==> src/rtl/riscky_ctrl.sv <==
// riscky_ctrl: multicycle control FSM for a small RISC-V style core.
// Optional build macro: RISCKY_CTRL_ILLEGAL_TRAP_EN
//   defined   -> unknown opcodes park the FSM in TRAP with illegal_instr=1 until reset
//   undefined -> unknown opcodes are treated as a NOP; illegal_instr is tied low
//
// state    | meaning
// ---------+------------------------------------------------------------
// FETCH    | read instruction at PC, PC+4 written back on mem_ready
// DECODE   | branch target precompute, dispatch on opcode
// MEMADR   | effective address = rs1 + imm (I for load, S for store)
// MEMREAD  | load data access, held until mem_ready
// MEMWB    | write loaded data to register file
// MEMWRITE | store data access, held until mem_ready
// EXECR    | register-register ALU op
// EXECI    | register-immediate ALU op
// ALUWB    | write ALU-out register to register file
// JAL      | PC <- jump target, link value computed as old PC + 4
// BRANCH   | compare rs1/rs2, PC <- target when taken
// TRAP     | illegal opcode seen, parked until reset (optional)

package riscky_pkg;
    localparam int ILEN = 32;
endpackage

module riscky_ctrl
    import riscky_pkg::*;
(
    input  logic            clk,
    input  logic            rst_n,
    input  logic [ILEN-1:0] instr,
    input  logic            mem_ready,
    input  logic            alu_zero,
    output logic            mem_req,
    output logic            mem_we,
    output logic            adr_sel,
    output logic            ir_we,
    output logic            pc_we,
    output logic            reg_we,
    output logic [1:0]      imm_sel,
    output logic [1:0]      alu_src_a,
    output logic [1:0]      alu_src_b,
    output logic [1:0]      alu_op,
    output logic [1:0]      result_sel,
    output logic            illegal_instr
);

    typedef enum logic [3:0] {
        FETCH    = 4'd0,
        DECODE   = 4'd1,
        MEMADR   = 4'd2,
        MEMREAD  = 4'd3,
        MEMWB    = 4'd4,
        MEMWRITE = 4'd5,
        EXECR    = 4'd6,
        EXECI    = 4'd7,
        ALUWB    = 4'd8,
        JAL      = 4'd9,
`ifdef RISCKY_CTRL_ILLEGAL_TRAP_EN
        BRANCH   = 4'd10,
        TRAP     = 4'd11
`else
        BRANCH   = 4'd10
`endif
    } state_t;

    localparam logic [6:0] OP_LOAD   = 7'b0000011;
    localparam logic [6:0] OP_STORE  = 7'b0100011;
    localparam logic [6:0] OP_RTYPE  = 7'b0110011;
    localparam logic [6:0] OP_ITYPE  = 7'b0010011;
    localparam logic [6:0] OP_JAL    = 7'b1101111;
    localparam logic [6:0] OP_BRANCH = 7'b1100011;

    state_t state_q, state_d;
    // run_q keeps the first fetch off the bus until the first edge after reset release
    logic   run_q, run_d;

    logic [6:0] opcode;
    assign opcode = instr[6:0];

    // State and run-flag registers
    always_ff @(posedge clk or negedge rst_n) begin
        if (!rst_n) begin
            state_q <= FETCH;
            run_q   <= 1'b0;
        end else begin
            state_q <= state_d;
            run_q   <= run_d;
        end
    end

    // Next-state logic and Moore outputs
    always_comb begin
        state_d    = state_q;
        run_d      = 1'b1;
        mem_req    = 1'b0;
        mem_we     = 1'b0;
        adr_sel    = 1'b0;
        ir_we      = 1'b0;
        pc_we      = 1'b0;
        reg_we     = 1'b0;
        imm_sel    = 2'b00;
        alu_src_a  = 2'b00;
        alu_src_b  = 2'b00;
        alu_op     = 2'b00;
        result_sel = 2'b00;

        unique case (state_q)
            FETCH: begin
                mem_req    = run_q;
                alu_src_b  = 2'b10;
                result_sel = 2'b10;
                ir_we      = run_q & mem_ready;
                pc_we      = run_q & mem_ready;
                if (run_q && mem_ready) state_d = DECODE;
            end
            DECODE: begin
                alu_src_a = 2'b01;
                alu_src_b = 2'b01;
                imm_sel   = 2'b10;
                case (opcode)
                    OP_LOAD, OP_STORE: state_d = MEMADR;
                    OP_RTYPE:          state_d = EXECR;
                    OP_ITYPE:          state_d = EXECI;
                    OP_JAL:            state_d = JAL;
                    OP_BRANCH:         state_d = BRANCH;
`ifdef RISCKY_CTRL_ILLEGAL_TRAP_EN
                    default:           state_d = TRAP;
`else
                    default:           state_d = FETCH;
`endif
                endcase
            end
            MEMADR: begin
                alu_src_a = 2'b10;
                alu_src_b = 2'b01;
                if (opcode == OP_STORE) begin
                    imm_sel = 2'b01;
                    state_d = MEMWRITE;
                end else begin
                    state_d = MEMREAD;
                end
            end
            MEMREAD: begin
                mem_req = 1'b1;
                adr_sel = 1'b1;
                if (mem_ready) state_d = MEMWB;
            end
            MEMWB: begin
                result_sel = 2'b01;
                reg_we     = 1'b1;
                state_d    = FETCH;
            end
            MEMWRITE: begin
                mem_req = 1'b1;
                mem_we  = 1'b1;
                adr_sel = 1'b1;
                if (mem_ready) state_d = FETCH;
            end
            EXECR: begin
                alu_src_a = 2'b10;
                alu_op    = 2'b10;
                state_d   = ALUWB;
            end
            EXECI: begin
                alu_src_a = 2'b10;
                alu_src_b = 2'b01;
                alu_op    = 2'b10;
                state_d   = ALUWB;
            end
            ALUWB: begin
                reg_we  = 1'b1;
                state_d = FETCH;
            end
            JAL: begin
                alu_src_a = 2'b01;
                alu_src_b = 2'b10;
                imm_sel   = 2'b11;
                pc_we     = 1'b1;
                state_d   = ALUWB;
            end
            BRANCH: begin
                alu_src_a = 2'b10;
                alu_op    = 2'b01;
                imm_sel   = 2'b10;
                // instr[12] distinguishes BNE from BEQ
                pc_we     = alu_zero ^ instr[12];
                state_d   = FETCH;
            end
`ifdef RISCKY_CTRL_ILLEGAL_TRAP_EN
            TRAP: begin
                state_d = TRAP;
            end
`endif
            default: begin
                state_d = FETCH;
            end
        endcase
    end

`ifdef RISCKY_CTRL_ILLEGAL_TRAP_EN
    assign illegal_instr = (state_q == TRAP);
`else
    assign illegal_instr = 1'b0;
`endif

endmodule

==> config.mk <==
export PLATFORM = sky130hd
export DESIGN_NAME = riscky_ctrl
export DESIGN_NICKNAME = d
export VERILOG_FILES = /design/src/rtl/riscky_ctrl.sv
export SDC_FILE = /design/constraint.sdc
export NUM_CORES = 1
export LEC_CHECK = 0
export BUFFER_PORTS_ARGS = -buffer_cell sky130_fd_sc_hd__buf_2
export CAP_MARGIN = 10
export CORE_MARGIN = 2
export CORE_UTILIZATION = 40
export DETAILED_ROUTE_END_ITERATION = 16
export HOLD_SLACK_MARGIN = 0.05
export PLACE_DENSITY = 0.83
export SLEW_MARGIN = 20
export SYNTH_ARGS = -nofsm -noshare
export SYNTH_HDL_FRONTEND = slang
export SYNTH_SLANG_ARGS = --single-unit
==> constraint.sdc <==
create_clock -name clk -period 3.6 [get_ports clk]
set_clock_uncertainty 0.15 [all_clocks]
set_input_delay 0.18 -clock clk [delete_from_list [all_inputs] [get_ports clk]]
set_output_delay 0.18 -clock clk [all_outputs]
set_load 0.1 [all_outputs]
==> impl_results.html, run 1 <==
<table>
<tr><th>Metric</th><th>Value</th></tr>
<tr><th colspan="2">Timing</th></tr>
<tr><td>Final Hold Slack</td><td>0.0900 ns</td></tr>
<tr><td>Unrepaired setup endpoints after global routing</td><td>false</td></tr>
<tr><td>Final critical-path share of the clock period</td><td>68.8%</td></tr>
<tr><td>Number of slew-limit violations in the final report</td><td>0</td></tr>
<tr><td>Worst Max-Slew Pin Slew</td><td>0.632 ns</td></tr>
<tr><td>Final setup violation count</td><td>0</td></tr>
<tr><td>Post-layout worst setup margin</td><td>1.12 ns</td></tr>
<tr><td>Hold violation total from the final report</td><td>0</td></tr>
<tr><td>Slew Limit Headroom</td><td>57.9%</td></tr>
<tr><td>Final min period</td><td>2.48 ns</td></tr>
<tr><td>Timing-limited maximum frequency</td><td>404 MHz</td></tr>
<tr><th colspan="2">Cells and area</th></tr>
<tr><td>Area growth, synth to finish</td><td>28.0%</td></tr>
<tr><td>Share of cells above drive strength 1</td><td>36.8%</td></tr>
<tr><td>Total inserted antenna cells</td><td>0</td></tr>
<tr><td>Layout Cells excl Fill</td><td>122</td></tr>
<tr><td># nets final</td><td>143</td></tr>
<tr><th colspan="2">Synthesis</th></tr>
<tr><td>Synthesized instance count</td><td>81</td></tr>
<tr><td>Post-Synthesis Net Count</td><td>117</td></tr>
<tr><td>Cell taking the most area after synthesis</td><td>dfrtp_1</td></tr>
<tr><td>Post-synthesis instance area</td><td>617 µm²</td></tr>
<tr><td>Sequential area share after synthesis</td><td>20.3%</td></tr>
<tr><td>Synth Flop Type</td><td>dfrtp_1</td></tr>
<tr><td>Synthesized area per cell</td><td>7.62 µm²</td></tr>
<tr><td>Most area-consuming cells after synthesis</td><td>dfrtp_1, nand2b_1, o21ai_0</td></tr>
<tr><td>Area share of the largest cell type after synthesis</td><td>20.3%</td></tr>
<tr><td>Synth unique cells</td><td>37</td></tr>
<tr><td>Post-synth ARST share</td><td>100%</td></tr>
<tr><td>Post-synth top cells</td><td>nor2_1, nand2b_1, o21ai_0</td></tr>
<tr><td>Post-synthesis sequential element count</td><td>5</td></tr>
<tr><td>Number of synthesized flops with an enable pin</td><td>0</td></tr>
<tr><td>Most used standard cell by instance count after synthesis</td><td>nor2_1</td></tr>
<tr><td>Total of warnings raised by yosys</td><td>0</td></tr>
<tr><th colspan="2">Route</th></tr>
<tr><td>Routed wl met3</td><td>123 µm</td></tr>
<tr><td>Drt total wl</td><td>1450 µm</td></tr>
<tr><td>Top layer in use</td><td>met4</td></tr>
<tr><td>M1 WL</td><td>581 µm</td></tr>
<tr><td>Met2 WL post-DR</td><td>736 µm</td></tr>
<tr><td>Count of unresolved DRC violations after routing</td><td>0</td></tr>
<tr><td>Post-DRT Antenna Nets</td><td>0</td></tr>
<tr><td>Via/cell ratio</td><td>5.52</td></tr>
<tr><td>First-pass detailed-route iteration total</td><td>4</td></tr>
<tr><td>Number of vias after detailed routing</td><td>673</td></tr>
<tr><td>First DRT Iteration DRCs</td><td>10</td></tr>
<tr><td>Average wire per standard cell</td><td>11.9 µm</td></tr>
<tr><th colspan="2">GRT</th></tr>
<tr><td>Global-route congestion overflow total</td><td>0</td></tr>
<tr><td>Vias in the first global route</td><td>610</td></tr>
<tr><td>Maximum number of pins on one net before global-route repair</td><td>19</td></tr>
<tr><td>Total routing usage reported by global routing</td><td>17.3%</td></tr>
<tr><td>First-pass GRT wire length</td><td>2490 µm</td></tr>
<tr><td>Antenna violations before repair</td><td>0</td></tr>
<tr><th colspan="2">Place</th></tr>
<tr><td>Dpl cells</td><td>117</td></tr>
<tr><td># port buffers</td><td>27</td></tr>
<tr><td>Global placer's final weighted congestion</td><td>0.773</td></tr>
<tr><td>Worst slack at placement</td><td>1.39 ns</td></tr>
<tr><td>Placed wire-length estimate</td><td>1120 µm</td></tr>
<tr><th colspan="2">CTS</th></tr>
<tr><td>Worst-skew pair later-pin latency</td><td>0.25 ns</td></tr>
<tr><td>CTS buffer count</td><td>3</td></tr>
<tr><td>Quantity of gates resized following cts</td><td>0</td></tr>
<tr><td>Clock Sinks</td><td>5</td></tr>
<tr><td>CTS tree</td><td>built</td></tr>
<tr><td>Clock-pin transition on the worst setup and hold timing paths</td><td>0.05 ns</td></tr>
<tr><td>H-tree depth</td><td>1</td></tr>
<tr><td>Deepest clock path buffer count</td><td>2</td></tr>
<tr><td>CTS root buf</td><td>clkbuf_4</td></tr>
<tr><th colspan="2">Setup path</th></tr>
<tr><td>Startpoint of the worst register-to-register path</td><td>state_q[3]</td></tr>
<tr><td>Required time at the worst-slack endpoint</td><td>3.27 ns</td></tr>
<tr><td>Type of the setup path with the least slack</td><td>reg2out</td></tr>
<tr><td>Signal arrival time at the worst endpoint</td><td>2.15 ns</td></tr>
<tr><td>Worst-case reg-to-reg path depth</td><td>4</td></tr>
<tr><td>Maximum fanout encountered on the critical timing path</td><td>18</td></tr>
<tr><td>Kind of capture point of the worst setup path</td><td>output port</td></tr>
<tr><td>CP Launch Type</td><td>flip-flop</td></tr>
<tr><td>Crit Reg-Reg Endpoint</td><td>state_q[2]</td></tr>
<tr><td>Worst R2R Setup Slack</td><td>1.70 ns</td></tr>
<tr><th colspan="2">Power</th></tr>
<tr><td>Power, Total</td><td>829 µW</td></tr>
<tr><td>IR drop worst, VDD</td><td>0.498 mV</td></tr>
<tr><td>Power density normalized to cell area</td><td>1050 nW/µm²</td></tr>
<tr><td>Leakage dissipation</td><td>0.000363 µW</td></tr>
<tr><th colspan="2">Status</th></tr>
<tr><td>Result of the run</td><td>finished clean</td></tr>
<tr><th colspan="2">Floorplanning</th></tr>
<tr><td>Die Width</td><td>43.3 µm</td></tr>
<tr><td>Die Span Y</td><td>43.3 µm</td></tr>
<tr><td>Core footprint</td><td>1470 µm²</td></tr>
<tr><td>Floorplan row count</td><td>14</td></tr>
<tr><td>Area of the die</td><td>1870 µm²</td></tr>
<tr><td>Total I/O pin count</td><td>53</td></tr>
<tr><td>Initial core utilization</td><td>41.9%</td></tr>
<tr><th colspan="2">Run</th></tr>
<tr><td>Number of maximum-capacitance constraint violations</td><td>0</td></tr>
<tr><th colspan="2">Min path</th></tr>
<tr><td>Hold path cells</td><td>3</td></tr>
<tr><td>Origin of the worst min-delay path</td><td>instr[5]</td></tr>
<tr><td>Worst min path class</td><td>in2reg</td></tr>
<tr><td>Destination of the worst hold path</td><td>state_q[0]</td></tr>
</table>
[stage by stage]
step	utilization (%)	area (µm²)	TNS [ns]
6_report	53.7	790	0
2_1_floorplan	-	639	-0.156
3_3_place_gp	51.2	753	0
5_1_grt	53.7	790	0
4_1_cts	53.7	790	0
3_5_place_dp	51.2	753	0
[layout by cell type, fill, tap and decap left out, types with 4 or more instances in the layout]
cell type	instances
nand3_1	4
buf_2	27
dfrtp_1	5
nand2b_1	6
o21ai_0	6
nand2_1	5
a21oi_1	5
nor2_1	6
[layer usage]
metal,up-vias,GRT usage (%)
met5,-,0
met4,0,1.82
met3,2,3.83
met2,27,31.6
met1,304,21.0
li1,340,-
[where the power goes]
part           internal, µW  switching (µW)
Combinational           132             514
Clock                  42.1            26.3
Sequential             66.8            48.0
[worst max path at each step]
stage	start	to	slack, ns	cells past startpoint
floorplan	state_q[1]	pc_we	-0.16	3
CTS	state_q[3]	imm_sel[0]	1.12	3
global route	state_q[3]	imm_sel[0]	0.99	3
global placement	state_q[3]	imm_sel[0]	1.43	3
detailed placement	state_q[3]	imm_sel[0]	1.39	3
finish	state_q[3]	imm_sel[0]	1.12	3
[area by class of cell]
cell class,instances,area (µm²)
Inverter,3,11.3
Clock buffer,4,26.3
Fill cell,149,682
Multi-Input combinational cell,66,462
Sequential cell,5,125
Timing Repair Buffer,28,145
Tap cell,16,20.0
[critical path: stages (launching register included)]
cell,delay [ns]
dfrtp_1,0.60
or4b_4,0.63
o21ai_0,0.20
buf_2,0.46
[state kept, by name, summed over array words and instances (netlist names)]
signal,flops
run_q,1
state_q,4
[repair_timing]
action	CTS	global route
hold buffers	1	0
buffers inserted	0	0
hold endpoints to repair	5	0
[cell families (layout without fill, tap and decap cells)]
logic type	Yosys count	in the layout	share of synthesized area [%]
flops	5	5	20.3
buf+inv	10	35	8.52
simple gates	36	36	35.9
xor+xnor	4	4	5.68
other cells	2	2	1.22
compound gates	24	24	28.4
(Power assumes the default switching activity.)
==> run 2: changes to the inputs <==
--- a/config.mk
+++ b/config.mk
@@ -5,13 +5,14 @@
 export SDC_FILE = /design/constraint.sdc
 export NUM_CORES = 1
 export LEC_CHECK = 0
+export ABC_AREA = 1
 export BUFFER_PORTS_ARGS = -buffer_cell sky130_fd_sc_hd__buf_2
 export CAP_MARGIN = 10
 export CORE_MARGIN = 2
-export CORE_UTILIZATION = 40
+export CORE_UTILIZATION = 30
 export DETAILED_ROUTE_END_ITERATION = 16
 export HOLD_SLACK_MARGIN = 0.05
-export PLACE_DENSITY = 0.83
+export PLACE_DENSITY = 0.73
 export SLEW_MARGIN = 20
 export SYNTH_ARGS = -nofsm -noshare
 export SYNTH_HDL_FRONTEND = slang
==> constraint.sdc (replaced) <==
create_clock -name clk -period 2.1 [get_ports clk]
set_clock_uncertainty 0.15 [all_clocks]
set_input_delay 0.105 -clock clk [delete_from_list [all_inputs] [get_ports clk]]
set_output_delay 0.105 -clock clk [all_outputs]
set_load 0.1 [all_outputs]
==> run 2 against run 1 <==
Clock power up 58%; final cell count up 14%; largest cell class unchanged; area after synthesis fell by 19%; highest routed layer is now met3; die area is 7.4% higher; critical path depth grew 3.
==> impl_results.html, run 2 <==
<table>
<tr><th>Metric</th><th>Value</th></tr>
<tr><th colspan="2">Synthesis</th></tr>
<tr><td>Synthesized instance count</td><td>91</td></tr>
<tr><td>Post-synth ARST share</td><td>100%</td></tr>
<tr><td>Sequential area share after synthesis</td><td>25.0%</td></tr>
<tr><td>Post-synthesis adder-cell area fraction</td><td>0%</td></tr>
<tr><td>Synthesized area per cell</td><td>5.50 µm²</td></tr>
<tr><td>Synth Flop Type</td><td>dfrtp_1</td></tr>
<tr><td>Total of warnings raised by yosys</td><td>0</td></tr>
<tr><td>Portion of netlist area occupied by mux cells</td><td>0%</td></tr>
<tr><td>Cell taking the most area after synthesis</td><td>dfrtp_1</td></tr>
<tr><td>Area share of the largest cell type after synthesis</td><td>25.0%</td></tr>
<tr><td>Post-synthesis instance area</td><td>500 µm²</td></tr>
<tr><td>Combinational family with the most area after synthesis</td><td>simple AND/OR/NAND/NOR gates</td></tr>
<tr><td>Fraction of the mapped netlist area in compound gates</td><td>10.5%</td></tr>
<tr><td>Post-synthesis sequential element count</td><td>5</td></tr>
<tr><td>Synth unique cells</td><td>16</td></tr>
<tr><td>Number of synthesized flops with an enable pin</td><td>0</td></tr>
<tr><td>Most used standard cell by instance count after synthesis</td><td>nand2_1</td></tr>
<tr><td>Post-Synth XOR/XNOR Area</td><td>1.75%</td></tr>
<tr><td>Post-Synthesis Net Count</td><td>127</td></tr>
<tr><td>Post-synthesis share of cell area spent on and, or, nand and nor gates</td><td>46.3%</td></tr>
<tr><td>Most area-consuming cells after synthesis</td><td>dfrtp_1, nand2_1, nor2_1</td></tr>
<tr><td>Post-synth top cells</td><td>nand2_1, nor2_1, inv_1, nand3_1, dfrtp_1</td></tr>
<tr><th colspan="2">GRT</th></tr>
<tr><td>Vias in the first global route</td><td>596</td></tr>
<tr><td>First-pass GRT wire length</td><td>2210 µm</td></tr>
<tr><td>Global-route congestion overflow total</td><td>0</td></tr>
<tr><td>Total routing usage reported by global routing</td><td>14.6%</td></tr>
<tr><td>Maximum number of pins on one net before global-route repair</td><td>7</td></tr>
<tr><td>Antenna violations before repair</td><td>0</td></tr>
<tr><th colspan="2">Setup path</th></tr>
<tr><td>Startpoint of the worst register-to-register path</td><td>state_q[0]</td></tr>
<tr><td>Kind of capture point of the worst setup path</td><td>output port</td></tr>
<tr><td>Signal arrival time at the worst endpoint</td><td>1.69 ns</td></tr>
<tr><td>Required time at the worst-slack endpoint</td><td>1.85 ns</td></tr>
<tr><td>CP startpoint</td><td>state_q[2]</td></tr>
<tr><td>Maximum fanout encountered on the critical timing path</td><td>6</td></tr>
<tr><td>CP Launch Type</td><td>flip-flop</td></tr>
<tr><td>Type of the setup path with the least slack</td><td>reg2out</td></tr>
<tr><th colspan="2">Route</th></tr>
<tr><td>First DRT Iteration DRCs</td><td>8</td></tr>
<tr><td>Number of vias after detailed routing</td><td>634</td></tr>
<tr><td>Drt total wl</td><td>1240 µm</td></tr>
<tr><td>Via/cell ratio</td><td>4.56</td></tr>
<tr><td>First-pass detailed-route iteration total</td><td>4</td></tr>
<tr><td>Average wire per standard cell</td><td>8.91 µm</td></tr>
<tr><td>Count of unresolved DRC violations after routing</td><td>0</td></tr>
<tr><td>Post-DRT Antenna Nets</td><td>0</td></tr>
<tr><th colspan="2">Timing</th></tr>
<tr><td>Final critical-path share of the clock period</td><td>92.8%</td></tr>
<tr><td>Hold violation total from the final report</td><td>0</td></tr>
<tr><td>Number of slew-limit violations in the final report</td><td>0</td></tr>
<tr><td>Unrepaired setup endpoints after global routing</td><td>false</td></tr>
<tr><td>Summed negative setup slack over all endpoints</td><td>0 ns</td></tr>
<tr><td>Final setup violation count</td><td>0</td></tr>
<tr><td>Timing-limited maximum frequency</td><td>513 MHz</td></tr>
<tr><td>Final min period</td><td>1.95 ns</td></tr>
<tr><th colspan="2">CTS</th></tr>
<tr><td>Clock Sinks</td><td>5</td></tr>
<tr><td>CTS root buf</td><td>clkbuf_4</td></tr>
<tr><td>Number of post-CTS setup repair buffers</td><td>0</td></tr>
<tr><td>CTS buffer count</td><td>3</td></tr>
<tr><td>H-tree depth</td><td>1</td></tr>
<tr><td>Worst-skew pair later-pin latency</td><td>0.24 ns</td></tr>
<tr><td>Clock-pin transition on the worst setup and hold timing paths</td><td>0.04 ns</td></tr>
<tr><td>Deepest clock path buffer count</td><td>2</td></tr>
<tr><td>CTS tree</td><td>built</td></tr>
<tr><th colspan="2">Floorplanning</th></tr>
<tr><td>Die Width</td><td>44.8 µm</td></tr>
<tr><td>Core footprint</td><td>1540 µm²</td></tr>
<tr><td>Floorplan row count</td><td>14</td></tr>
<tr><td>Total I/O pin count</td><td>53</td></tr>
<tr><td>Area of the die</td><td>2010 µm²</td></tr>
<tr><td>Initial core utilization</td><td>32.5%</td></tr>
<tr><td>Die Span Y</td><td>44.8 µm</td></tr>
<tr><th colspan="2">Place</th></tr>
<tr><td>Global placer's final weighted congestion</td><td>0.815</td></tr>
<tr><td># port buffers</td><td>27</td></tr>
<tr><td>Placed wire-length estimate</td><td>1070 µm</td></tr>
<tr><th colspan="2">Cells and area</th></tr>
<tr><td>Area growth, synth to finish</td><td>46.0%</td></tr>
<tr><td>Share of cells above drive strength 1</td><td>35.8%</td></tr>
<tr><td>Commonest non-fill, non-tap cells in the layout</td><td>buf_2, nand2_1, nor2_1, inv_1, nand3_1</td></tr>
<tr><td>Largest registers</td><td>state_q: 4 flops, run_q: 1 flops</td></tr>
<tr><td>Register containing the most flip-flops in the final layout</td><td>state_q</td></tr>
<tr><td>Commonest non-fill, non-tap cell in the layout</td><td>buf_2</td></tr>
<tr><td>Total inserted antenna cells</td><td>0</td></tr>
<tr><td># nets final</td><td>160</td></tr>
<tr><td>Max reg flops</td><td>4</td></tr>
<tr><th colspan="2">Status</th></tr>
<tr><td>Result of the run</td><td>finished clean</td></tr>
<tr><th colspan="2">Run</th></tr>
<tr><td>Number of maximum-capacitance constraint violations</td><td>0</td></tr>
<tr><th colspan="2">Power</th></tr>
<tr><td>Leakage dissipation</td><td>0.000450 µW</td></tr>
<tr><td>Power, Total</td><td>1060 µW</td></tr>
<tr><td>IR drop worst, VDD</td><td>0.616 mV</td></tr>
<tr><td>Power density normalized to cell area</td><td>1440 nW/µm²</td></tr>
<tr><th colspan="2">Min path</th></tr>
<tr><td>Worst min path class</td><td>in2async</td></tr>
</table>
==> run 2: worst paths after layout <==
| path | to | slack (ns) | depth (start not counted) |
|---|---|---|---|
| min reg2reg | state_q[0] | 0.53 | 4 |
| min in group clk | state_q[1] | 0.08 | 5 |
| max | pc_we | 0.15 | 6 |
| max in group asynchronous | state_q[3] | 1.61 | 2 |
| min | state_q[0] | 0.06 | 2 |
| max reg2reg | state_q[2] | 0.63 | 7 |
==> run 2: cell families (layout without fill, tap and decap cells) <==
logic type	count (synthesis)	after routing
buffers and inverters	19	51
XOR/XNOR	1	1
AND/OR/NAND/NOR	55	55
flip-flops	5	5
other	2	2
AO/OA/AOI/OAI	9	9
==> run 2: power by group <==
group	switching, µW	leakage [µW]	total (µW)	internal [µW]
Sequential	15.4	0.0000658	126	111
Clock	36.0	0.0000150	108	71.6
Combinational	696	0.000369	822	126
Total	747	0.000450	1060	308
==> run 2: through the flow <==
| step | std cells | worst slack [ns] | cell area, µm² | hold WS [ns] | utilization [%] |
|---|---|---|---|---|---|
| floorplan | 91 | -0.295 | 532 | -0.341 | - |
| finish | 139 | 0.150 | 731 | 0.0550 | 47.4 |
| global placement | 133 | 0.330 | 679 | -0.231 | 44.1 |
| CTS | 139 | 0.0628 | 726 | 0.0500 | 47.1 |
| global route | 139 | 0.00180 | 731 | 0.0734 | 47.4 |
| detailed placement | 133 | 0.335 | 679 | -0.224 | 44.1 |
==> run 2: worst max-delay path, stage by stage (launching register included) <==
cell	delay [ns]
dfrtp_1	0.44
nor2_2	0.18
nand2_1	0.19
nor2_4	0.13
a21oi_1	0.06
nand2_2	0.05
buf_2	0.41
==> run 2: routing by layer <==
| layer | track usage (%) | vias to the layer above | wire length, µm |
|---|---|---|---|
| met1 | 17.2 | 278 | 540 |
| li1 | - | 337 | - |
| met5 | 0 | - | 0 |
| met4 | 7.06 | 0 | 0 |
| met3 | 1.20 | 0 | 85 |
| met2 | 26.7 | 19 | 612 |
==> run 2: final cells by class <==
cell class,instances,area (µm²)
Fill cell,174,811
Clock buffer,4,26.3
Multi-Input combinational cell,67,328
Tap cell,16,20.0
Sequential cell,5,125
Inverter,18,71.3
Timing Repair Buffer,29,160
==> run 2: repair_timing <==
action | in CTS | in global routing
hold buffers | 2 | 0
hold endpoints to repair | 7 | 0
gates resized for setup | 0 | 2
setup endpoints to repair | 0 | 2
==> run 3: changes to the inputs <==
--- a/config.mk
+++ b/config.mk
@@ -5,11 +5,11 @@
 export SDC_FILE = /design/constraint.sdc
 export NUM_CORES = 1
 export LEC_CHECK = 0
-export ABC_AREA = 1
+export ABC_AREA = 0
 export BUFFER_PORTS_ARGS = -buffer_cell sky130_fd_sc_hd__buf_2
 export CAP_MARGIN = 10
 export CORE_MARGIN = 2
-export CORE_UTILIZATION = 30
+export CORE_UTILIZATION = 33
 export DETAILED_ROUTE_END_ITERATION = 16
 export HOLD_SLACK_MARGIN = 0.05
 export PLACE_DENSITY = 0.73
==> run 3 against run 2 <==
Register-to-register slack worse by 0.32 ns; die area increased by 11%; setup slack worse by 0.086 ns; cell area rose by 62%; critical endpoint is now imm_sel[0]; largest cell class unchanged; largest power group unchanged; highest routed layer is now met4.
==> impl_results.html, run 3 (synthesis gave the netlist of run 1 again) <==
<table>
<tr><th>Metric</th><th>Value</th></tr>
<tr><th colspan="2">Cells and area</th></tr>
<tr><td>Commonest non-fill, non-tap cell in the layout</td><td>buf_12</td></tr>
<tr><td># nets final</td><td>150</td></tr>
<tr><td>Fillers</td><td>139</td></tr>
<tr><td>Final Instance Area</td><td>1180 µm²</td></tr>
<tr><td>Total inserted antenna cells</td><td>0</td></tr>
<tr><td>Share of cells above drive strength 1</td><td>52.2%</td></tr>
<tr><td>Utilization after layout</td><td>67.7%</td></tr>
<tr><td>Register containing the most flip-flops in the final layout</td><td>state_q</td></tr>
<tr><td>Max reg flops</td><td>4</td></tr>
<tr><td>Area growth, synth to finish</td><td>91.5%</td></tr>
<tr><td>Commonest non-fill, non-tap cells in the layout</td><td>buf_12, buf_2, nand2b_1, nand2_1, buf_4</td></tr>
<tr><td>Largest registers</td><td>state_q: 4 flops, run_q: 1 flops</td></tr>
<tr><th colspan="2">Route</th></tr>
<tr><td>Count of unresolved DRC violations after routing</td><td>0</td></tr>
<tr><td>Via/cell ratio</td><td>5.23</td></tr>
<tr><td>Number of vias after detailed routing</td><td>722</td></tr>
<tr><td>Post-DRT Antenna Nets</td><td>0</td></tr>
<tr><td>First-pass detailed-route iteration total</td><td>2</td></tr>
<tr><td>Drt total wl</td><td>1740 µm</td></tr>
<tr><td>Average wire per standard cell</td><td>12.6 µm</td></tr>
<tr><td>First DRT Iteration DRCs</td><td>16</td></tr>
<tr><th colspan="2">GRT</th></tr>
<tr><td>Total routing usage reported by global routing</td><td>18.3%</td></tr>
<tr><td>First-pass GRT wire length</td><td>2800 µm</td></tr>
<tr><td>Routing usage on met2</td><td>33.5%</td></tr>
<tr><td>Vias in the first global route</td><td>668</td></tr>
<tr><td>Antenna violations before repair</td><td>0</td></tr>
<tr><td>Met1 track utilization from global routing</td><td>20.0%</td></tr>
<tr><td>Maximum number of pins on one net before global-route repair</td><td>14</td></tr>
<tr><td>Global-route congestion overflow total</td><td>0</td></tr>
<tr><td>Met3 Track Usage GR</td><td>3.85%</td></tr>
<tr><td>Layer carrying the most global-route usage</td><td>met2</td></tr>
<tr><th colspan="2">Power</th></tr>
<tr><td>Internal Power</td><td>746 µW</td></tr>
<tr><td>Share of total power consumed by net switching</td><td>60.3%</td></tr>
<tr><td>IR drop worst, VDD</td><td>0.906 mV</td></tr>
<tr><td>Leakage dissipation</td><td>0.000453 µW</td></tr>
<tr><td>Proportion of power drawn by the clock network</td><td>6.1%</td></tr>
<tr><td>Power density normalized to cell area</td><td>1590 nW/µm²</td></tr>
<tr><td>Portion of total power attributed to combinational logic</td><td>84.1%</td></tr>
<tr><td>Switching power total</td><td>1130 µW</td></tr>
<tr><td>Sequential group share of total power</td><td>9.8%</td></tr>
<tr><th colspan="2">Place</th></tr>
<tr><td>Worst slack at placement</td><td>0.299 ns</td></tr>
<tr><td>Global placer's final weighted congestion</td><td>0.820</td></tr>
<tr><td>Placed Area</td><td>1120 µm²</td></tr>
<tr><td># port buffers</td><td>27</td></tr>
<tr><td>Placed wire-length estimate</td><td>1440 µm</td></tr>
<tr><th colspan="2">CTS</th></tr>
<tr><td>Clock-pin transition on the worst setup and hold timing paths</td><td>0.04 ns</td></tr>
<tr><td>CTS buffer count</td><td>3</td></tr>
<tr><td>CTS tree</td><td>built</td></tr>
<tr><td>Clock Sinks</td><td>5</td></tr>
<tr><td>Deepest clock path buffer count</td><td>2</td></tr>
<tr><td>CTS root buf</td><td>clkbuf_4</td></tr>
<tr><td>Worst-skew pair later-pin latency</td><td>0.25 ns</td></tr>
<tr><td>Number of post-CTS setup repair buffers</td><td>0</td></tr>
<tr><td>H-tree depth</td><td>1</td></tr>
<tr><th colspan="2">Min path</th></tr>
<tr><td>Worst min path class</td><td>in2async</td></tr>
<tr><th colspan="2">Timing</th></tr>
<tr><td>Post-layout worst setup margin</td><td>0.0644 ns</td></tr>
<tr><td>Unrepaired setup endpoints after global routing</td><td>false</td></tr>
<tr><td>Worst Max-Slew Pin Slew</td><td>0.561 ns</td></tr>
<tr><td>Final Hold Slack</td><td>0.0515 ns</td></tr>
<tr><td>Summed negative setup slack over all endpoints</td><td>0 ns</td></tr>
<tr><td>Hold violation total from the final report</td><td>0</td></tr>
<tr><td>Final min period</td><td>2.04 ns</td></tr>
<tr><td>Slew Limit Headroom</td><td>62.5%</td></tr>
<tr><td>Final setup violation count</td><td>0</td></tr>
<tr><td>Number of slew-limit violations in the final report</td><td>0</td></tr>
<tr><td>Timing-limited maximum frequency</td><td>491 MHz</td></tr>
<tr><td>Final critical-path share of the clock period</td><td>96.9%</td></tr>
<tr><th colspan="2">Setup path</th></tr>
<tr><td>Kind of capture point of the worst setup path</td><td>output port</td></tr>
<tr><td>Required time at the worst-slack endpoint</td><td>1.85 ns</td></tr>
<tr><td>Maximum fanout encountered on the critical timing path</td><td>12</td></tr>
<tr><td>CP Launch Type</td><td>flip-flop</td></tr>
<tr><td>Signal arrival time at the worst endpoint</td><td>1.78 ns</td></tr>
<tr><td>Type of the setup path with the least slack</td><td>reg2out</td></tr>
<tr><th colspan="2">Floorplanning</th></tr>
<tr><td>Total I/O pin count</td><td>53</td></tr>
<tr><td>Core footprint</td><td>1750 µm²</td></tr>
<tr><td>Floorplan row count</td><td>15</td></tr>
<tr><td>Die Span Y</td><td>47.2 µm</td></tr>
<tr><td>Area of the die</td><td>2230 µm²</td></tr>
<tr><td>Die Width</td><td>47.2 µm</td></tr>
<tr><td>Initial core utilization</td><td>35.3%</td></tr>
<tr><th colspan="2">Status</th></tr>
<tr><td>Result of the run</td><td>finished clean</td></tr>
<tr><th colspan="2">Run</th></tr>
<tr><td>Number of maximum-capacitance constraint violations</td><td>0</td></tr>
</table>
[run 3: cell count changes in the layout (fill, tap and decap cells not counted), sizes merged, moves of 4 or more]
cell and delta:
nand2 -22, inv -14, nor2 -13, buf +7
nand2b +6, a21oi +4, nand3 -4
[run 3: worst paths after layout]
path | start | endpoint | slack, ns | cells past startpoint
max in group asynchronous | rst_n | state_q[1] | 1.61 | 2
hold reg to reg | state_q[0] | state_q[2] | 0.57 | 2
hold / removal | rst_n | run_q | 0.05 | 2
setup reg to reg | state_q[3] | state_q[2] | 0.31 | 4
setup / recovery | state_q[3] | imm_sel[0] | 0.06 | 3
min in group clk | instr[4] | state_q[0] | 0.05 | 3
[run 3: worst max-delay path, cell delays in order (launching register included)]
cell	delay, ns
dfrtp_1	0.52
or4b_4	0.62
o21ai_4	0.20
buf_12	0.19
[run 3: repair_timing]
action / in CTS / in global routing
hold buffers: 2 / 1
hold endpoints to repair: 6 / 1
resized for setup: 0 / 3
endpoints found under the setup margin: 0 / 3
[run 3: final cells by class]
cell class	count	area (µm²)	share of cell area [%]
clock buffer	4	26.3	2.22
inverter	3	11.3	0.953
multi-input combinational	66	556	47.0
sequential	5	129	10.9
tap	25	31.3	2.65
timing repair buffer	35	428	36.2
[run 3: power groups by stage]
stage / logic (µW) / registers [µW] / clock network (µW)
2_1_floorplan: 1130 / 140 / 0
5_1_grt: 1640 / 189 / 126
6_report: 1580 / 184 / 115
3_3_place_gp: 1560 / 178 / 0
4_1_cts: 1590 / 178 / 115
3_5_place_dp: 1580 / 179 / 0
[run 3: metrics by stage]
stage / cells / total power (µW)
after detailed placement: 131 / 1760
after global routing: 138 / 1960
final: 138 / 1880
after floorplan: 81 / 1270
after CTS: 137 / 1880
after global placement: 131 / 1740
[run 3: metal layers]
metal | part of all wire [%] | routed length (µm)
met1 | 37 | 645
met2 | 56 | 970
met3 | 4.7 | 81
met4 | 2.2 | 38
met5 | 0 | 0
